[config.mk]
export PLATFORM = sky130hd
export DESIGN_NAME = ifetch_rv32i
export DESIGN_NICKNAME = d
export VERILOG_FILES = /design/src/rtl/ifetch_rv32i.sv
export SDC_FILE = /design/constraint.sdc
export NUM_CORES = 1
export LEC_CHECK = 0
export BUFFER_PORTS_ARGS = -buffer_cell sky130_fd_sc_hd__clkbuf_2
export CAP_MARGIN = 40
export CORE_UTILIZATION = 35
export DETAILED_ROUTE_END_ITERATION = 8
export PLACE_DENSITY = 0.66
export SLEW_MARGIN = 5
export SYNTH_ARGS = -nofsm -noshare
export SYNTH_HDL_FRONTEND = slang
export SYNTH_SLANG_ARGS = --single-unit
export TNS_END_PERCENT = 100
[constraint.sdc]
create_clock -name clock -period 3.7 [get_ports clock]
set_input_delay 0.185 -clock clock [delete_from_list [all_inputs] [get_ports clock]]
set_output_delay 0.185 -clock clock [all_outputs]
set_load 0.03 [all_outputs]
[src/rtl/ifetch_rv32i.sv]
// RV32I instruction fetch stage: credit-limited imem requests, in-order response FIFO,
// redirect flush with stale-response dropping. Optional macro: IFETCH_BYPASS_EN.
module ifetch_rv32i #(
  parameter logic [31:0] RESET_PC   = 32'h0000_0000,
  parameter int          FIFO_DEPTH = 2
) (
  input  logic        clock,
  input  logic        reset_n,
  input  logic        fetch_en,
  output logic        imem_req,
  output logic [31:0] imem_addr,
  input  logic        imem_gnt,
  input  logic        imem_rvalid,
  input  logic [31:0] imem_rdata,
  input  logic        redirect,
  input  logic [31:0] redirect_pc,
  output logic        id_valid,
  input  logic        id_ready,
  output logic [31:0] id_instr,
  output logic [31:0] id_pc,
  output logic [6:0]  id_opcode,
  output logic [2:0]  id_funct3,
  output logic [6:0]  id_funct7
);

  localparam int AW = $clog2(FIFO_DEPTH);
  localparam int CW = AW + 1;
  localparam logic [CW:0] DEPTH_W = (CW+1)'(FIFO_DEPTH);

  typedef enum logic [1:0] {
    IDLE  = 2'd0,
    RUN   = 2'd1,
    DRAIN = 2'd2
  } state_e;

  state_e          state_q, state_d;
  logic [31:0]     fetch_pc_q, fetch_pc_d;
  logic [31:0]     resp_pc_q, resp_pc_d;
  logic [CW-1:0]   out_q, out_d;
  logic [CW-1:0]   drop_q, drop_d;
  logic [CW-1:0]   cnt_q, cnt_d;
  logic [AW-1:0]   wptr_q, wptr_d;
  logic [AW-1:0]   rptr_q, rptr_d;
  logic [31:0]     fifo_pc_q [FIFO_DEPTH];
  logic [31:0]     fifo_pc_d [FIFO_DEPTH];
  logic [31:0]     fifo_instr_q [FIFO_DEPTH];
  logic [31:0]     fifo_instr_d [FIFO_DEPTH];

  logic            pop_s;
  logic            credit_s;
  logic            gnt_s;
  logic            accept_s;
  logic            drop_rv_s;
  logic            bypass_s;
  logic            push_s;
  logic [CW-1:0]   inflight_s;
  logic            unused_addr_lsb_s;

  assign unused_addr_lsb_s = ^redirect_pc[1:0];

  // Handshake and credit terms derived from the registered state.
  always_comb begin
    pop_s      = (cnt_q != '0) && id_ready;
    credit_s   = (({1'b0, out_q} + {1'b0, cnt_q} - (CW+1)'(pop_s)) < DEPTH_W);
    accept_s   = imem_rvalid && (drop_q == '0);
    drop_rv_s  = imem_rvalid && (drop_q != '0);
    inflight_s = drop_q + out_q - CW'(imem_rvalid);
`ifdef IFETCH_BYPASS_EN
    bypass_s   = (cnt_q == '0) && accept_s && !redirect;
`else
    bypass_s   = 1'b0;
`endif
    push_s     = accept_s && !redirect && !(bypass_s && id_ready);
  end

  assign imem_req  = (state_q == RUN) && !redirect && credit_s;
  assign gnt_s     = imem_req && imem_gnt;
  assign imem_addr = fetch_pc_q;

  // A bypassed response is presented directly; otherwise decode sees the FIFO head.
  assign id_valid  = (cnt_q != '0) || bypass_s;
  assign id_instr  = bypass_s ? imem_rdata : fifo_instr_q[rptr_q];
  assign id_pc     = bypass_s ? resp_pc_q  : fifo_pc_q[rptr_q];
  assign id_opcode = id_instr[6:0];
  assign id_funct3 = id_instr[14:12];
  assign id_funct7 = id_instr[31:25];

  // Next-state logic: redirect overrides all normal fetch/response/pop bookkeeping.
  always_comb begin
    state_d      = state_q;
    fetch_pc_d   = fetch_pc_q;
    resp_pc_d    = resp_pc_q;
    out_d        = out_q;
    drop_d       = drop_q;
    cnt_d        = cnt_q;
    wptr_d       = wptr_q;
    rptr_d       = rptr_q;
    fifo_pc_d    = fifo_pc_q;
    fifo_instr_d = fifo_instr_q;
    if (redirect) begin
      fetch_pc_d = {redirect_pc[31:2], 2'b00};
      resp_pc_d  = {redirect_pc[31:2], 2'b00};
      out_d      = '0;
      drop_d     = inflight_s;
      cnt_d      = '0;
      wptr_d     = '0;
      rptr_d     = '0;
      if (inflight_s != '0) begin
        state_d = DRAIN;
      end else if (fetch_en) begin
        state_d = RUN;
      end else begin
        state_d = IDLE;
      end
    end else begin
      if (gnt_s) begin
        fetch_pc_d = fetch_pc_q + 32'd4;
      end else begin
        fetch_pc_d = fetch_pc_q;
      end
      // resp_pc tracks the address of the oldest live in-flight request.
      if (accept_s) begin
        resp_pc_d = resp_pc_q + 32'd4;
      end else begin
        resp_pc_d = resp_pc_q;
      end
      out_d  = out_q + CW'(gnt_s) - CW'(accept_s);
      drop_d = drop_q - CW'(drop_rv_s);
      if (push_s) begin
        fifo_pc_d[wptr_q]    = resp_pc_q;
        fifo_instr_d[wptr_q] = imem_rdata;
        wptr_d               = wptr_q + AW'(1);
      end else begin
        wptr_d = wptr_q;
      end
      if (pop_s) begin
        rptr_d = rptr_q + AW'(1);
      end else begin
        rptr_d = rptr_q;
      end
      cnt_d = cnt_q + CW'(push_s) - CW'(pop_s);
      case (state_q)
        IDLE:    state_d = fetch_en ? RUN : IDLE;
        RUN:     state_d = fetch_en ? RUN : IDLE;
        DRAIN: begin
          if (drop_d == '0) begin
            state_d = fetch_en ? RUN : IDLE;
          end else begin
            state_d = DRAIN;
          end
        end
        default: state_d = IDLE;
      endcase
    end
  end

  // State registers with asynchronous active-low reset.
  always_ff @(posedge clock or negedge reset_n) begin
    if (!reset_n) begin
      state_q    <= IDLE;
      fetch_pc_q <= RESET_PC;
      resp_pc_q  <= RESET_PC;
      out_q      <= '0;
      drop_q     <= '0;
      cnt_q      <= '0;
      wptr_q     <= '0;
      rptr_q     <= '0;
      for (int i = 0; i < FIFO_DEPTH; i++) begin
        fifo_pc_q[i]    <= 32'h0000_0000;
        fifo_instr_q[i] <= 32'h0000_0000;
      end
    end else begin
      state_q      <= state_d;
      fetch_pc_q   <= fetch_pc_d;
      resp_pc_q    <= resp_pc_d;
      out_q        <= out_d;
      drop_q       <= drop_d;
      cnt_q        <= cnt_d;
      wptr_q       <= wptr_d;
      rptr_q       <= rptr_d;
      fifo_pc_q    <= fifo_pc_d;
      fifo_instr_q <= fifo_instr_d;
    end
  end

endmodule

==> out/results.txt, run 1 <==
Max clock buf depth = 2
Critical-path maximum fanout = 7
Worst Setup End Kind = flip-flop
Post-route core utilization = 43.8%
Max cap viols = 0
Mapped Area = 9560 um^2
Core area = 26900 um^2
Synth cell types = 58
Worst-Skew Late Latency = 0.44 ns
Die Y = 167 um
Root Driver = clkbuf_16
DR vias/cell = 5.08
Failing checks = design-rule violations
Vias = 6652
CTS buffer count = 17
DR DRC count = 2
Share of cells above drive strength 1 = 46.0%
Hold Path Class = in -> reg
Gr usage total = 16.6%
Worst reg-to-reg setup slack = 0.69 ns
GR Overflow Total = 0
Pwr Density = 768 nW/um^2
Post-DRT Antenna Nets = 0
Initial antenna violation count = 0
Dpl ws = 0.676 ns
Final WL = 23000 um
Number of flops mapped to enable cells by yosys = 0
First-pass GRT wire length = 36300 um
CTS clk-pin slew, worst paths = 0.08 ns
Post-synth ARST share = 100%
TritonRoute pass-1 iters = 6
TritonCTS clock tree = yes
Final hold slack = 0.0201 ns
Port bufs = 179
Max_slew headroom = 46.9%
Fill cell count = 2489
Ant diodes = 0
Final estimated routing congestion in global placement = 0.818
Seq/Total Area, Yosys = 50.8%
Minimum clock period = 3.01 ns
Clock sink count = 194
Final period util = 81.5%
# IOs = 186
Startpoint Class = flip-flop
Reg2reg start = out_q[1]
Num rows = 60
Outcome = finished with violations
Hold path start = redirect_pc[10]
Setup Viol. Count Final = 0
Final Worst Setup Slack = 0.686 ns
Nets = 1038
Detailed placement HPWL = 15600 um
FF+latch count, synth = 194
Area grow syn2layout = 23.0%
Iter 0 DRT Violations = 328
Mapped Cells = 760
Slew Viols, Final = 0
Die area = 28000 um^2
Top cells by area, synth = dfrtp_1 (51%), mux2_2 (24%), xnor2_1 (3.5%)
Largest net degree at the start of global routing = 104
Largest area contributor in the netlist = dfrtp_1
WHS Endpoint = resp_pc_q[10]
Yosys top cell area share = 50.8%
Setup TNS = 0 ns
Peak supply drop = 0.490 mV
Min-Delay Path Depth = 2
H-tree depth = 4
WL per Instance = 17.5 um
Worst-Margin Slew = 0.791 ns
Maximum clock frequency = 332 MHz
Worst r2r path cells = 8
Top_reg_cell synth = dfrtp_1
Mapped Avg Cell Area = 12.6 um^2
Die Wd = 167 um
Ys Warns = 0
CP arrival = 3.34 ns
Leakage power = 5.32 nW
Worst path required time = 4.03 ns
Crit Path Class = reg -> reg
Initial Util = 35.6%
Worst R2R End = imem_addr[29]
Fin. Hold Viols = 0
Unrepaired setup endpoints after global routing = false
Vias in the first global route = 6628
Clock Skew = 0.0115 ns
power breakdown:
part	internal (mW)	switching, mW	leakage, nW
logic	1.56	2.39	2.62
registers	2.75	0.417	2.41
clock network	1.05	0.872	0.294
state kept, by name, summed over array words and instances (netlist names):
| register | cells |
|---|---|
| fifo_instr_q | 64 |
| fifo_pc_q | 60 |
| imem_addr | 30 |
| resp_pc_q | 30 |
| cnt_q | 2 |
| drop_q | 2 |
| out_q | 2 |
| state_q | 2 |
| rptr_q | 1 |
| wptr_q | 1 |
kinds of logic after synthesis:
| logic type | Yosys count | synth area share (%) |
|---|---|---|
| simple gates | 157 | 9.41 |
| flops | 194 | 50.8 |
| xor+xnor | 56 | 5.13 |
| other cells | 1 | 0.0392 |
| compound gates | 53 | 3.52 |
| fa+ha+maj | 11 | 1.52 |
| mux | 216 | 25.4 |
| buf+inv | 72 | 4.20 |
layout by cell type (no fill, tap or decap), types with 4 or more instances in the layout:
cell type and count:
and3_1 9, nand4_1 26, nand2_1 31, nand3_1 26, conb_1 4, buf_4 8, o211ai_1 4, clkbuf_16 17
clkbuf_2 178, mux2_2 207, inv_1 12, a21oi_1 15, nor2_1 22, xor2_1 18, ha_1 10, nor3_1 4
nor4_1 8, xnor2_1 38, dlygate4sd3_1 41, dfrtp_1 193, nor2b_1 4, mux2_1 6, o21ai_0 15
critical path, cell delays in order, from the launching register on:
cell      delay [ns]
dfrtp_1         0.37
inv_1           0.11
ha_1            0.26
fa_1            0.61
nand4b_2        0.22
nor4_4          0.51
nand3_2         0.23
or3_1           0.37
a31o_1          0.21
per-stage QoR:
step	power [mW]	area (um^2)	instances
global route	9.52	11800	1310
detailed placement	7.14	10700	1237
global placement	7.07	10700	1235
finish	9.03	11800	1310
floorplan	6.20	9570	763
CTS	9.14	11800	1310
Yosys cell counts (all sizes together), types with 2 or more instances:
master	n
a21oi	15
a31o	2
a31oi	2
and2	3
and3	9
and4	3
buf	44
clkbuf	15
dfrtp	194
ha	10
inv	12
mux2	213
mux2i	3
nand2	31
nand3	29
nand4	26
nand4b	2
nor2	23
nor2b	4
nor3	6
nor4	10
o211ai	4
o21a	3
o21ai	15
o311ai	3
o31a	3
or2	2
or3	3
xnor2	38
xor2	18
worst max path at each step:
| stage | from | end | slack, ns | cells after the start |
|---|---|---|---|---|
| floorplan | out_q[1] | out_q[1] | 0.80 | 13 |
| global placement | out_q[1] | imem_addr[29] | 0.72 | 8 |
| detailed placement | cnt_q[1] | imem_addr[29] | 0.68 | 8 |
| CTS | cnt_q[1] | imem_addr[29] | 0.66 | 8 |
| global route | cnt_q[1] | imem_addr[29] | 0.47 | 9 |
| finish | out_q[1] | imem_addr[29] | 0.69 | 8 |
cell type report:
class                           count  area, um^2  area share [%]
Multi-Input combinational cell    497        4330            36.8
Timing Repair Buffer              233        1490            12.7
Tap cell                          341         427            3.63
Inverter                           13        48.8           0.415
Sequential cell                   194        4860            41.3
Clock inverter                     13         151            1.29
Clock buffer                       19         453            3.85
layer usage:
metal  vias to the layer above  share of wire [%]  global-route usage, %
met5                         -                  0                      0
met4                         0                1.1                   4.39
met1                      3308                 47                   22.5
li1                       3102                  -                      -
met3                        20                5.8                   3.92
met2                       222                 46                   26.7
what timing repair did:
action	CTS	global route
gates resized for setup	0	0
setup buffers	0	0
endpoints found under the hold margin	182	0
hold buffers	41	0
Note: power is estimated with default switching activity, not from simulation.
==> run 2, diff against run 1 <==
--- a/config.mk
+++ b/config.mk
@@ -5,11 +5,12 @@
 export SDC_FILE = /design/constraint.sdc
 export NUM_CORES = 1
 export LEC_CHECK = 0
+export ABC_AREA = 1
 export BUFFER_PORTS_ARGS = -buffer_cell sky130_fd_sc_hd__clkbuf_2
 export CAP_MARGIN = 40
 export CORE_UTILIZATION = 35
 export DETAILED_ROUTE_END_ITERATION = 8
-export PLACE_DENSITY = 0.66
+export PLACE_DENSITY = 0.65
 export SLEW_MARGIN = 5
 export SYNTH_ARGS = -nofsm -noshare
 export SYNTH_HDL_FRONTEND = slang
==> constraint.sdc (replaced) <==
create_clock -name clock -period 3 [get_ports clock]
set_input_delay 0.15 -clock clock [delete_from_list [all_inputs] [get_ports clock]]
set_output_delay 0.15 -clock clock [all_outputs]
set_load 0.03 [all_outputs]
==> run 2 against run 1 <==
The flow now finishes without violations. Clock-buffer cell count down 1. Sequential power up 34%. Routed wire length up 20%. First-iteration DRC count up 74%. Clock skew up 0.00066 ns. Global-route usage up 2.1 points. Worst setup slack worse by 0.37 ns. Via count up 35%. Sequential share of layout area down 2.4 points. Die area up 8.7%. Clock power up 24%. Critical path type unchanged. Largest cell class unchanged. Largest power group unchanged. Highest routed layer unchanged.
==> out/results.txt, run 2 <==
DR DRC count = 0
Worst-Margin Slew = 0.570 ns
Peak supply drop = 0.376 mV
Max FFs per register = 64
Largest register by flop count = fifo_instr_q
Minimum clock period = 2.69 ns
Area grow syn2layout = 20.1%
Mapped Avg Cell Area = 7.97 um^2
CP max-delay cell = fa_1
Worst path required time = 3.32 ns
Leakage power = 6.26 nW
# IOs = 186
TritonCTS clock tree = yes
# resized after CTS = 0
Min-Delay Path Depth = 3
Hold Path Class = in -> reg
TritonRoute pass-1 iters = 4
Max clock buf depth = 2
Max stage delay on crit path = 0.48 ns
Top_reg_cell synth = dfrtp_1
Clock sink count = 194
Gr usage total = 18.7%
Die Y = 174 um
Mapped Cells = 1305
Pwr Density = 977 nW/um^2
Final period util = 89.5%
Synth cell types = 40
Worst-Skew Late Latency = 0.45 ns
Worst Setup End Kind = flip-flop
Top cells by area, synth = dfrtp_1 (47%), nand2_1 (13%), o21ai_0 (8.5%)
Root Driver = clkbuf_16
Max cap viols = 0
Post-synth ARST share = 100%
CP delay by family, top = simple AND/OR/NAND/NOR gates
Most frequent cells in the layout = nand2_1 (367), dfrtp_1 (194), clkbuf_2 (178)
Share of cells above drive strength 1 = 19.2%
Nets = 1569
CP arrival = 3.01 ns
Port bufs = 179
Start point of the critical path = cnt_q[1]
Top cells by count, synth = nand2_1 (367), dfrtp_1 (194), o21ai_0 (176), inv_1 (163), nor2_1 (92)
Largest net degree at the start of global routing = 125
Power, Total = 12.2 mW
GR Overflow Total = 0
Finished layout cell area = 12500 um^2
Maximum clock frequency = 372 MHz
Post-DRT Antenna Nets = 0
Crit path depth = 16
Crit Path Class = reg -> reg
Area of the multi-input gates = 4460 um^2
Slew Viols, Final = 0
Die area = 30400 um^2
Initial Util = 36.0%
Final hold slack = 0.00113 ns
Detailed placement HPWL = 19600 um
Iter 0 DRT Violations = 572
Crit path cell chain = inv_1 > nand2_1 > nand2_1 > inv_1 > nand2_1 > o21ai_0 > nand2_1 > fa_1 > nand2_1 > nor3_2 > nand3_1 > buf_4 > nand2_2 > buf_4 > o21ai_0 > o21bai_1
Seq/Total Area, Yosys = 46.7%
Ant diodes = 0
CTS clk-pin slew, worst paths = 0.08 ns
FF+latch count, synth = 194
Largest area contributor in the netlist = dfrtp_1
Worst R2R End = imem_addr[13]
Area after DPL = 11500 um^2
WL per Instance = 14.6 um
Vias = 8957
Fill cell count = 2919
Critical Path End = imem_addr[13]
CTS buffer count = 17
Worst r2r path cells = 16
Top-count cell post-synth = nand2_1
Yosys top cell area share = 46.7%
Vias in the first global route = 8637
Initial antenna violation count = 0
DR vias/cell = 4.75
Setup Viol. Count Final = 0
H-tree depth = 4
First-pass GRT wire length = 45400 um
Clock Skew = 0.0121 ns
Max_slew headroom = 62.0%
Unrepaired setup endpoints after global routing = false
Ys Warns = 0
Startpoint Class = flip-flop
Num rows = 62
Most common cell after layout, fill and taps aside = nand2_1
Fin. Hold Viols = 0
Worst Path Buf+Inv = 4
Reg2reg start = cnt_q[1]
Post-CTS setup buffers = 0
Die Wd = 174 um
Final estimated routing congestion in global placement = 0.933
Largest regs = fifo_instr_q x64, fifo_pc_q x60
Critical-path maximum fanout = 13
Register area = 4850 um^2
Number of flops mapped to enable cells by yosys = 0
Setup TNS = 0 ns
Outcome = completed
CP most frequent cell = nand2_1
Core area = 28900 um^2
Mapped Area = 10400 um^2
Worst reg-to-reg setup slack = 0.31 ns
Final WL = 27500 um
-- run 2: cell count changes in the layout (fill, tap and decap cells not counted), moves of 8 or more --
| cell | delta |
|---|---|
| inv_1 | +151 |
| xnor2_1 | -31 |
| o21ai_0 | +161 |
| mux2_4 | +33 |
| o21ai_1 | +14 |
| nor4_1 | -8 |
| and3_1 | -9 |
| nand3_1 | +28 |
| o211ai_1 | +17 |
| nand4_1 | -20 |
| mux2_2 | -206 |
| nand2_1 | +336 |
| a21oi_1 | +10 |
| nor2_1 | +70 |
-- run 2: worst reg2reg max path, stage by stage, from the launching register on --
cell and delay, ns:
dfrtp_1 0.36, inv_1 0.06, nand2_1 0.08, nand2_1 0.08, inv_1 0.09, nand2_1 0.07
o21ai_0 0.07, nand2_1 0.08, fa_1 0.48, nand2_1 0.06, nor3_2 0.16, nand3_1 0.14
buf_4 0.21, nand2_2 0.14, buf_4 0.24, o21ai_0 0.09, o21bai_1 0.16
-- run 2: final cells by class --
| type | instances | area share [%] |
|---|---|---|
| Timing Repair Buffer | 233 | 11.5 |
| Tap cell | 384 | 3.85 |
| Sequential cell | 194 | 38.9 |
| Inverter | 171 | 5.19 |
| Clock inverter | 14 | 1.43 |
| Multi-Input combinational cell | 870 | 35.7 |
| Clock buffer | 18 | 3.52 |
-- run 2: cell families (layout without fill, tap and decap cells) --
family	Yosys count	in the layout	share of synthesized area, %
xor+xnor	26	26	2.19
mux	34	34	4.87
compound gates	249	249	12.8
other cells	1	4	0.0360
simple gates	546	546	21.4
fa+ha+maj	11	11	1.40
buf+inv	244	436	10.6
flops	194	194	46.7
-- run 2: how the worst min path moves through the flow --
stage,start,endpoint,slack [ns]
final,redirect_pc[7],resp_pc_q[7],0.001
after global routing,redirect_pc[7],resp_pc_q[7],0.02
after CTS,redirect_pc[7],resp_pc_q[7],0.0009
after detailed placement,reset_n,imem_addr[27],0.19
after global placement,reset_n,imem_addr[29],0.19
after floorplan,reset_n,cnt_q[0],-0.15
-- run 2: stage by stage --
| step | setup slack [ns] | std cells | util, % |
|---|---|---|---|
| 4_1_cts | 0.323 | 1884 | 43.2 |
| 3_3_place_gp | 0.418 | 1813 | 39.7 |
| 2_1_floorplan | 0.198 | 1308 | - |
| 3_5_place_dp | 0.347 | 1813 | 39.7 |
| 5_1_grt | 0.0990 | 1884 | 43.2 |
| 6_report | 0.314 | 1884 | 43.2 |
-- run 2: what timing repair did --
action	CTS	global route
hold endpoints to repair	132	0
hold buffers	39	0
endpoints found under the setup margin	0	0
-- run 2: power breakdown --
| group | internal [mW] | total, mW | switching (mW) |
|---|---|---|---|
| clock network | 1.23 | 2.39 | 1.16 |
| registers | 3.63 | 4.24 | 0.615 |
| logic | 1.79 | 5.58 | 3.79 |
| total | 6.64 | 12.2 | 5.57 |
-- run 2: routing by layer --
layer	wire [um]	global-route usage, %	vias up
met5	0	0	-
met4	405	4.82	0
met2	11800	28.4	262
met1	13800	27.7	4172
met3	1440	2.91	26
li1	-	-	4497
==> run 3, diff against run 2 <==
--- a/config.mk
+++ b/config.mk
@@ -8,6 +8,7 @@
 export ABC_AREA = 1
 export BUFFER_PORTS_ARGS = -buffer_cell sky130_fd_sc_hd__clkbuf_2
 export CAP_MARGIN = 40
+export CORE_MARGIN = 4
 export CORE_UTILIZATION = 35
 export DETAILED_ROUTE_END_ITERATION = 8
 export PLACE_DENSITY = 0.65
==> run 3 against run 2 <==
Sequential share of layout area shrank 0.20 points. Non-clock buffer count rose by 5. Critical path type unchanged. Highest routed layer unchanged. Via count grew 1.4%. Final area is 0.51% higher. Die area rose by 7.0%. Clock skew decreased by 0.0017 ns. Worst setup slack worse by 0.049 ns.
==> out/results.txt, run 3 (synthesis results as in run 2) <==
Root Driver = clkbuf_16
Outcome = completed
Pwr Density = 975 nW/um^2
Max clock buf depth = 2
Fin. Hold Viols = 0
Area after DPL = 11500 um^2
CTS clk-pin slew, worst paths = 0.08 ns
First-pass GRT wire length = 46400 um
CP arrival = 3.11 ns
Clock sink count = 194
Dpl ws = 0.285 ns
TritonRoute pass-1 iters = 5
Vias in the first global route = 8852
Clock Skew = 0.0105 ns
Die area = 32500 um^2
Critical-path maximum fanout = 14
Unrepaired setup endpoints after global routing = false
Ant diodes = 0
Max stage delay on crit path = 0.49 ns
Setup TNS = 0 ns
Minimum clock period = 2.74 ns
Startpoint Class = flip-flop
Worst Path Buf+Inv = 3
Final WL = 28500 um
Final estimated routing congestion in global placement = 0.888
Largest regs = fifo_instr_q x64, fifo_pc_q x60
Port bufs = 179
Maximum clock frequency = 366 MHz
Final Worst Setup Slack = 0.265 ns
Initial Util = 35.9%
Num rows = 62
Post-Place Cells = 1813
Peak supply drop = 0.400 mV
Slew Viols, Final = 0
DR DRC count = 0
Nets = 1574
Most frequent cells in the layout = nand2_1 (367), dfrtp_1 (194), clkbuf_2 (178)
Leakage power = 6.28 nW
Hold Path Class = in -> reg
Core area = 29000 um^2
Setup Viol. Count Final = 0
Post-route core utilization = 43.3%
Gr usage total = 17.3%
Final period util = 91.2%
Fill cell count = 2903
Power, Total = 12.2 mW
Max FFs per register = 64
CP delay by family, top = simple AND/OR/NAND/NOR gates
H-tree depth = 4
DR vias/cell = 4.81
Initial antenna violation count = 0
Register area = 4850 um^2
Detailed placement HPWL = 20300 um
Worst-Margin Slew = 0.813 ns
Worst-Skew Late Latency = 0.44 ns
Die Y = 180 um
Share of cells above drive strength 1 = 19.1%
Area of the multi-input gates = 4460 um^2
# IOs = 186
Post-CTS setup buffers = 0
Iter 0 DRT Violations = 676
Max cap viols = 0
Vias = 9079
Worst Setup End Kind = flip-flop
TritonCTS clock tree = yes
Die Wd = 180 um
Most common cell after layout, fill and taps aside = nand2_1
Finished layout cell area = 12600 um^2
CTS buffer count = 17
WL per Instance = 15.1 um
Crit path cell chain = inv_1 > nand2_1 > nand2_1 > inv_1 > nand2_1 > o21ai_0 > nand2_1 > fa_1 > nand2_1 > nor3_2 > nand3_1 > inv_1 > nand2_1 > o21ai_0 > nand2_1 > nand3_1
Fin cells = 1889
Area grow syn2layout = 20.7%
CP max-delay cell = fa_1
CP most frequent cell = nand2_1
Largest net degree at the start of global routing = 125
Worst path required time = 3.38 ns
Post-DRT Antenna Nets = 0
Final hold slack = 0.0165 ns
Max_slew headroom = 45.8%
GR Overflow Total = 0
Crit Path Class = reg -> reg
Largest register by flop count = fifo_instr_q
-- run 3: changes by cell type in the layout (fill, tap and decap cells not counted), sizes merged --
cell         before  now
inv             179  177
clkinv            5    7
dlygate4sd3      39   44
-- run 3: repair_timing --
action	in CTS	in global routing
gates resized for setup	0	0
hold buffers	44	0
hold endpoints to repair	165	0
-- run 3: power by group --
part / switching, mW / internal [mW]
sequential: 0.619 / 3.63
combinational: 3.86 / 1.81
clock: 1.13 / 1.19
-- run 3: metal layers --
| layer | GRT usage, % | vias up | share of wire, % | wire length [um] |
|---|---|---|---|---|
| met2 | 27.1 | 345 | 44 | 12500 |
| met1 | 25.3 | 4204 | 48 | 13700 |
| met5 | 0 | - | 0 | 0 |
| met3 | 3.13 | 30 | 6.9 | 1980 |
| li1 | - | 4500 | - | - |
| met4 | 3.66 | 0 | 1.2 | 340 |
-- run 3: tightest hold or removal path: stages --
cell	delay [ns]
clkbuf_2	0.08
nand2_1	0.10
nand3_1	0.10
-- run 3: final timing paths --
path / from / endpoint / slack [ns] / cells after the start
min: redirect_pc[21] / imem_addr[21] / 0.02 / 3
min reg2reg: fifo_pc_q[52] / fifo_pc_q[52] / 0.49 / 2
min in group asynchronous: reset_n / imem_addr[22] / 0.31 / 2
max reg2reg: cnt_q[1] / imem_addr[21] / 0.26 / 16
max: cnt_q[1] / imem_addr[21] / 0.26 / 16
max in group asynchronous: reset_n / fifo_instr_q[50] / 1.85 / 3
-- run 3: cell type report --
class                   count  share of cell area (%)
flip-flops and latches    194                    38.7
well taps                 384                    3.83
multi-input cells         870                    35.5
inverters                 171                    5.16
repair buffers            238                    12.1
clock inverters            14                    1.32
clock buffers              18                    3.42
